<file path="config.mk">
export PLATFORM = sky130hd
export DESIGN_NAME = sha256_round_logic
export DESIGN_NICKNAME = d
export VERILOG_FILES = /design/src/rtl/sha256_round_logic.sv
export SDC_FILE = /design/constraint.sdc
export NUM_CORES = 1
export LEC_CHECK = 0
export CORE_AREA = 3 3 101 103
export DETAILED_ROUTE_END_ITERATION = 8
export DIE_AREA = 0 0 104 106
export REMOVE_ABC_BUFFERS = 1
export SLEW_MARGIN = 20
export SYNTH_ARGS = -nofsm -noshare
export SYNTH_HDL_FRONTEND = slang
export SYNTH_SLANG_ARGS = --single-unit
</file>
<file path="constraint.sdc">
create_clock -name CLK -period 1.23 [get_ports CLK]
set_input_delay 0.1845 -clock CLK [delete_from_list [all_inputs] [get_ports CLK]]
set_output_delay 0.1845 -clock CLK [all_outputs]
set_load 0.1 [all_outputs]
</file>
<file path="src/rtl/sha256_round_logic.sv">
// SHA-256 round helper: bitwise Choice/Majority functions plus a clearable
// address counter that walks the H-value and message/K-constant buses.
module sha256_round_logic #(
  parameter int DW = 32,
  parameter int CW = 8
) (
  input  logic          CLK,
  input  logic          RST_N,
  input  logic          CNT_CLR,
  output logic [CW-1:0] CNT,
  input  logic [DW-1:0] E,
  input  logic [DW-1:0] F,
  input  logic [DW-1:0] G,
  output logic [DW-1:0] CH,
  input  logic [DW-1:0] A,
  input  logic [DW-1:0] B,
  input  logic [DW-1:0] C,
  output logic [DW-1:0] MAJ
);

  logic [CW-1:0] cnt_reg;
  logic [CW-1:0] cnt_next;

  // Per-bit Ch/Maj; kept in the XOR form so t1/t2 logic maps to plain LUTs.
  genvar gi;
  generate
    for (gi = 0; gi < DW; gi++) begin : g_bitfn
      assign CH[gi]  = (E[gi] & F[gi]) ^ (~E[gi] & G[gi]);
      assign MAJ[gi] = (A[gi] & B[gi]) ^ (A[gi] & C[gi]) ^ (B[gi] & C[gi]);
    end
  endgenerate

  // Clear wins over increment; the increment wraps silently at 2^CW.
  always_comb begin
    cnt_next = cnt_reg + CW'(1);
    if (CNT_CLR) begin
      cnt_next = '0;
    end
  end

  always_ff @(posedge CLK or negedge RST_N) begin
    if (!RST_N) begin
      cnt_reg <= '0;
    end else begin
      cnt_reg <= cnt_next;
    end
  end

  assign CNT = cnt_reg;

endmodule

</file>
Word level (Yosys, flattened, before mapping)
Cells that the tools add are included.
- input bits: 195
- register bits: 8
- logic and storage cells: 291
- add/subtract/negate cells: 1
- bitwise gates (word level): 288
- muxes and demuxes: 1
- operators by type and width (operator ; number):
    $and 1x1->1 ; 160
    $xor 1x1->1 ; 96
    $not 1->1 ; 32
    $add 8x1->8 const B ; 1
    $mux 8 ; 1

Depth between registers and ports, before layout
Gate-level depths: netlist (run 1).
- depth after elaboration: 3
- gate-level depth with buffers: 4
- gate-level depth less buffers: 4

Worst setup path before layout (run 1)
Ideal clock, no wire load.
- kind: reg-to-reg
- start: reg cnt_reg[0], in the netlist CNT[0]
- end: reg cnt_reg[6], in the netlist CNT[6]
- arrival time: 1.827 ns
- data required time: 1.152 ns
- period minus slack after synthesis: 1.905 ns
- stages on the path, launching flop included: 5
- setup slack: -0.675 ns
- buffers on the path: 0
- path through: dfrtp_1 -> ha_1 -> inv_1 -> or3_1 -> a21oi_1
- word-level cells in the longest chain between the ends: 2
- ends and longest elaborated chain (item ; RTL line ; source):
    start, declared ; 21 ; logic [CW-1:0] cnt_reg;
    start signal, assigned ; 45 ; cnt_reg <= cnt_next;
    $add 8x1->8 ; 35 ; cnt_next = cnt_reg + CW'(1);
    $mux 8 ; 36 ; if (CNT_CLR) begin
    named net cnt_next[6] ; 22 ; logic [CW-1:0] cnt_next;
The timed path passes the listed nets, and every way through them passes these cells.

Final worst setup path (run 1)
- start: in F[1]
- end: out CH[1]
- word-level cells in the longest chain between the ends: 2
- ends and longest elaborated chain (item ; RTL line ; source):
    start, declared ; 12 ; input logic [DW-1:0] F,
    $and 1x1->1 ; 28 ; assign CH[gi] = (E[gi] & F[gi]) ^ (~E[gi] & G[gi]);
    $xor 1x1->1 ; 28 ;
    end, declared ; 14 ; output logic [DW-1:0] CH,
Every way passes these cells.

==> impl_metrics.tcl, run 1 <==
set metrics [dict create \
    numClockSinks 8 \
    wl_um 8490 \
    hold_viol 0 \
    cts_tree "built" \
    relSlewSlack 0.759 \
    slew_viol_final 0 \
    synth_cells 98 \
    layout.area.seq_sq_um 203 \
    postCtsHoldBufs 0 \
    syn_area_sq_um 1030 \
    path_clk_slew_ps 40 \
    synth-main-ff-cell "dfrtp_1" \
    synth_area_leaders "mux2_2 (35%), maj3_1 (31%), dfrtp_1 (19%)" \
    utilization 0.514 \
    grt_use_total 0.147 \
    dp_hpwl_um 7540 \
    seq_area_frac_synth 0.194 \
    start_util 0.111 \
    cts_root_buf "clkbuf_8" \
    synth_largest_area_cell "mux2_2" \
    grt_pass1_wl_um 12800 \
    drive_above_1_share 0.401 \
    largest_reg_flops 8 \
    max_freq_ghz 0.819 \
    power.leakage_nw 2.57 \
    setup_viol 0 \
    worstPathArrival_ps 1040 \
    post_cts_buffers 0 \
    cap_violations 0 \
    syn2layout_area_growth_pct 362 \
    antenna_found_initial 6 \
    endpoint_kind "output pin" \
    die_area_sq_um 11000 \
    route.detailed.drc 0 \
    status "finished, final reports clean" \
    rows 35 \
    wl_per_cell_um 16.8 \
    route.vias.total 1949 \
    r2r_slack_ps 30 \
    dpl-instance-area_sq_um 4620 \
    hp-class "in2async" \
    cts-buffers-inserted 3 \
    cts_buffer_depth 2 \
    htree_levels 1 \
    ys_types 16 \
    fin_worst_skew_ps 2.86 \
    reg2reg_from "CNT[0]" \
    critPathKind "in2out" \
    layout_commonest_cell "dlygate4sd2_1" \
    reg2reg_depth 4 \
    cp-start-kind "input port" \
    multiInputGateArea_sq_um 998 \
    r2r-end "CNT[6]" \
    power_mw 3.48 \
    fin_setup_tns_ps 0 \
    clkLatencyLatePin_ps 230 \
    synth-async-reset-ratio 1.00 \
    synth_edf_count 0 \
    grt_max_degree 9 \
    required_ps 1050 \
    grt.overflow.total 0 \
    final_cell_mix "dlygate4sd2_1 (145), buf_12 (72), dlymetal6s2s_1 (41)" \
    tightest_slew_ps 360 \
    powerDensity_nw_per_um2 729 \
    peakVddDrop_mv 0.753 \
    worstPathMaxFanout 1 \
    ys_ff_latch 8 \
    min_period_ps 1220 \
    final_net_count 570 \
    holdWs_ps 232 \
    synth_top_area_frac 0.349 \
    fp.dieW_um 104 \
    fill_cells 870 \
    yosysWarnings 0 \
    drtPass1Iterations 4 \
    first_iter_violations 28 \
    die_y_um 106 \
    period_share 0.993 \
    syn_area_per_cell_sq_um 10.5 \
    via_per_inst 3.86 \
    ant_nets 0 \
    stdcell_area_sq_um 4770 \
    core_sq_um 9280 \
    ioPinCount 267 \
    gp_congestion 0.771 \
    io_buffers 266 \
    grt_pass1_vias 2105 \
]
## how the worst max path moves through the flow
stage | endpoint | startpoint | depth (start not counted) | slack [ps]
3_5_place_dp | MAJ[14] | C[14] | 3 | -170
2_1_floorplan | CNT[6] | CNT[0] | 4 | -670
5_1_grt | CNT[6] | CNT[0] | 4 | -10
3_3_place_gp | MAJ[14] | C[14] | 3 | -170
4_1_cts | CH[11] | G[11] | 3 | 0.04
6_report | CH[1] | F[1] | 3 | 9
## power breakdown
part	leakage [nW]	internal [mW]	switching, mW
Combinational	2.44	1.22	1.65
Sequential	0.106	0.273	0.0105
Clock	0.0216	0.212	0.109
Total	2.57	1.71	1.77
## cell families after synthesis
| logic type | share of synthesized area |
|---|---|
| buffers and inverters | 0.00726 |
| AND/OR/NAND/NOR | 0.0738 |
| flip-flops | 0.194 |
| multiplexers | 0.349 |
| adder cells (fa/ha/maj) | 0.322 |
| XOR/XNOR | 0.0254 |
| AO/OA/AOI/OAI | 0.0290 |
## cell usage after synthesis (all sizes together), types with 2 or more instances
| library cell | instances |
|---|---|
| nor2 | 4 |
| a21oi | 3 |
| or3 | 3 |
| nand3 | 4 |
| mux2 | 32 |
| maj3 | 32 |
| dfrtp | 8 |
| o21ai | 3 |
| xor2 | 2 |
## metal layers
metal / track usage / share of wire / up-vias
li1: - / - / 927
met1: 0.142 / 0.30 / 877
met2: 0.292 / 0.58 / 129
met3: 0.0613 / 0.11 / 12
met4: 0.0285 / 0.013 / 4
met5: 0 / 0.0032 / -
## area by class of cell
class                      instances  share of cell area
timing repair buffer             272               0.703
sequential                         8              0.0425
clock buffer                       3             0.00865
antenna                            4             0.00210
tap                              129              0.0338
inverter                           1            0.000787
multi-input combinational         88               0.209
## per-stage QoR
stage          setup WS, ps  instances
3_5_place_dp           -171        498
6_report               9.20        505
4_1_cts              0.0422        501
2_1_floorplan          -675         97
5_1_grt               -9.56        505
3_3_place_gp           -173        498
## repair_timing
action                     in CTS  in global routing
pin swaps                      32                  0
gates resized for setup       209                 46
setup endpoints to repair      64                 32
## worst max-delay path, stage by stage
cell and delay, ps:
clkdlybuf4s50_1 400, mux2_4 280, buf_12 170
(Power assumes the default switching activity.)
==> inputs of run 2 (changes only) <==
--- a/config.mk
+++ b/config.mk
@@ -5,9 +5,10 @@
 export SDC_FILE = /design/constraint.sdc
 export NUM_CORES = 1
 export LEC_CHECK = 0
-export CORE_AREA = 3 3 101 103
+export CORE_AREA = 3 3 103 105
 export DETAILED_ROUTE_END_ITERATION = 8
-export DIE_AREA = 0 0 104 106
+export DIE_AREA = 0 0 106 108
+export DONT_BUFFER_PORTS = 1
 export REMOVE_ABC_BUFFERS = 1
 export SLEW_MARGIN = 20
 export SYNTH_ARGS = -nofsm -noshare
==> impl_metrics.tcl, run 2 (synthesis gave the netlist of run 1 again) <==
set metrics [dict create \
    status "finished, final reports clean" \
    wl_per_cell_um 16.8 \
    peakVddDrop_mv 0.494 \
    hp-class "in2reg" \
    core_sq_um 9730 \
    clkPwrFrac 0.116 \
    rows 36 \
    setup_viol 0 \
    numClockSinks 8 \
    final_cell_mix "buf_12 (47), mux2_2 (32), maj3_1 (32)" \
    syn2layout_area_growth_pct 134 \
    grt_pass1_vias 1170 \
    power_frac_comb 0.781 \
    grt.overflow.total 0 \
    min_from "CNT_CLR" \
    relSlewSlack 0.760 \
    clkLatencyLatePin_ps 230 \
    reg2reg_from "CNT[0]" \
    p_sw_mw 1.61 \
    layout_commonest_cell "buf_12" \
    min_to "CNT[6]" \
    die_area_sq_um 11400 \
    hold_viol 0 \
    route.detailed.drc 0 \
    cts_root_buf "clkbuf_8" \
    period_share 0.988 \
    die_y_um 108 \
    first_iter_violations 16 \
    io_buffers 0 \
    powerDensity_nw_per_um2 1150 \
    worstPathMaxFanout 3 \
    via_per_inst 3.88 \
    power_mw 2.77 \
    fin_worst_skew_ps 2.54 \
    ioPinCount 267 \
    power.leakage_nw 0.948 \
    max_freq_ghz 0.823 \
    antenna_found_initial 1 \
    htree_levels 1 \
    endpoint_kind "flip-flop" \
    drive_above_1_share 0.651 \
    path_clk_slew_ps 40 \
    cap_violations 0 \
    final_net_count 373 \
    slew_viol_final 0 \
    dp_hpwl_um 4860 \
    gp_congestion 0.700 \
    cp-start-kind "flip-flop" \
    grt_max_degree 9 \
    tightest_slew_ps 359 \
    ant_nets 0 \
    r2r_slack_ps 20 \
    cts_tree "built" \
    fp.dieW_um 106 \
    reg2reg_depth 4 \
    min_period_ps 1210 \
    fill_cells 1037 \
    cts_buffer_depth 2 \
    grt_use_total 0.0703 \
    diodes 0 \
    rsz0062_at_grt "yes" \
    drtPass1Iterations 4 \
    r2r-end "CNT[6]" \
    seqPwrFrac 0.102 \
    holdWs_ps 4.91 \
    p_sw_frac 0.580 \
    grt_pass1_wl_um 6270 \
    required_ps 1390 \
    route.vias.total 1196 \
    wl_um 5180 \
    start_util 0.106 \
    p_int_mw 1.16 \
    fin_setup_tns_ps 0 \
    worstPathArrival_ps 1380 \
    cts-buffers-inserted 3 \
    post_cts_buffers 0 \
    largest_reg_flops 8 \
    holdPathStages 1 \
    critPathKind "reg2reg" \
]
==> run 2: cell count changes in the layout (fill, tap and decap cells not counted), sizes merged <==
cell and delta:
buf -4, clkdlybuf4s50 -8, diode -4, dlygate4sd2 -145
dlygate4sd3 +1, dlymetal6s2s -41
==> run 2: per-stage QoR <==
step | utilization | instance area (sq um) | setup WS [ps] | std cells
4_1_cts | 0.246 | 2390 | -4.29 | 308
2_1_floorplan | - | 1030 | -675 | 97
3_5_place_dp | 0.240 | 2340 | -12.6 | 304
5_1_grt | 0.248 | 2420 | -49.1 | 308
3_3_place_gp | 0.240 | 2340 | 80.7 | 304
6_report | 0.248 | 2420 | 15.3 | 308
==> run 2: worst max-delay path by stage <==
stage	to	slack (ps)	start
global placement	CNT[6]	80	CNT[0]
global route	CNT[6]	-50	CNT[1]
floorplan	CNT[6]	-670	CNT[0]
CTS	CNT[6]	-4	CNT[1]
detailed placement	CNT[6]	-10	CNT[1]
finish	CNT[6]	20	CNT[0]
==> run 2: cell type report <==
cell class,count,area [sq um],share of cell area
sequential,8,203,0.0839
clock buffer,3,41.3,0.0171
multi-input combinational,88,842,0.348
timing repair buffer,75,1160,0.480
inverter,1,3.75,0.00155
tap,133,166,0.0688
==> run 2: power by group through the flow <==
stage	sequential [mW]	combinational, mW	clock [mW]
4_1_cts	0.280	2.17	0.329
3_5_place_dp	0.284	2.16	0
3_3_place_gp	0.282	2.15	0
6_report	0.284	2.17	0.323
5_1_grt	0.285	2.21	0.341
2_1_floorplan	0.345	1.42	0
==> run 2: worst max-delay path, cell delays in order (launching register included) <==
cell	delay [ps]
dfrtp_1	390
ha_4	170
inv_1	50
or3_1	390
a21oi_2	140
==> run 2: what timing repair did <==
action | 4_1_cts | 5_1_grt
resized for setup | 1 | 6
setup endpoints to repair | 1 | 3
hold endpoints to repair | 8 | 0
pin swaps | 0 | 0
hold buffers | 1 | 0
==> run 2: per-layer routing <==
metal / global-route usage / wire, um / vias up
met3: 0.0197 / 608 / 5
met2: 0.147 / 3050 / 119
li1: - / - / 526
met1: 0.0669 / 1470 / 544
met4: 0.0167 / 29 / 2
met5: 0 / 16 / -
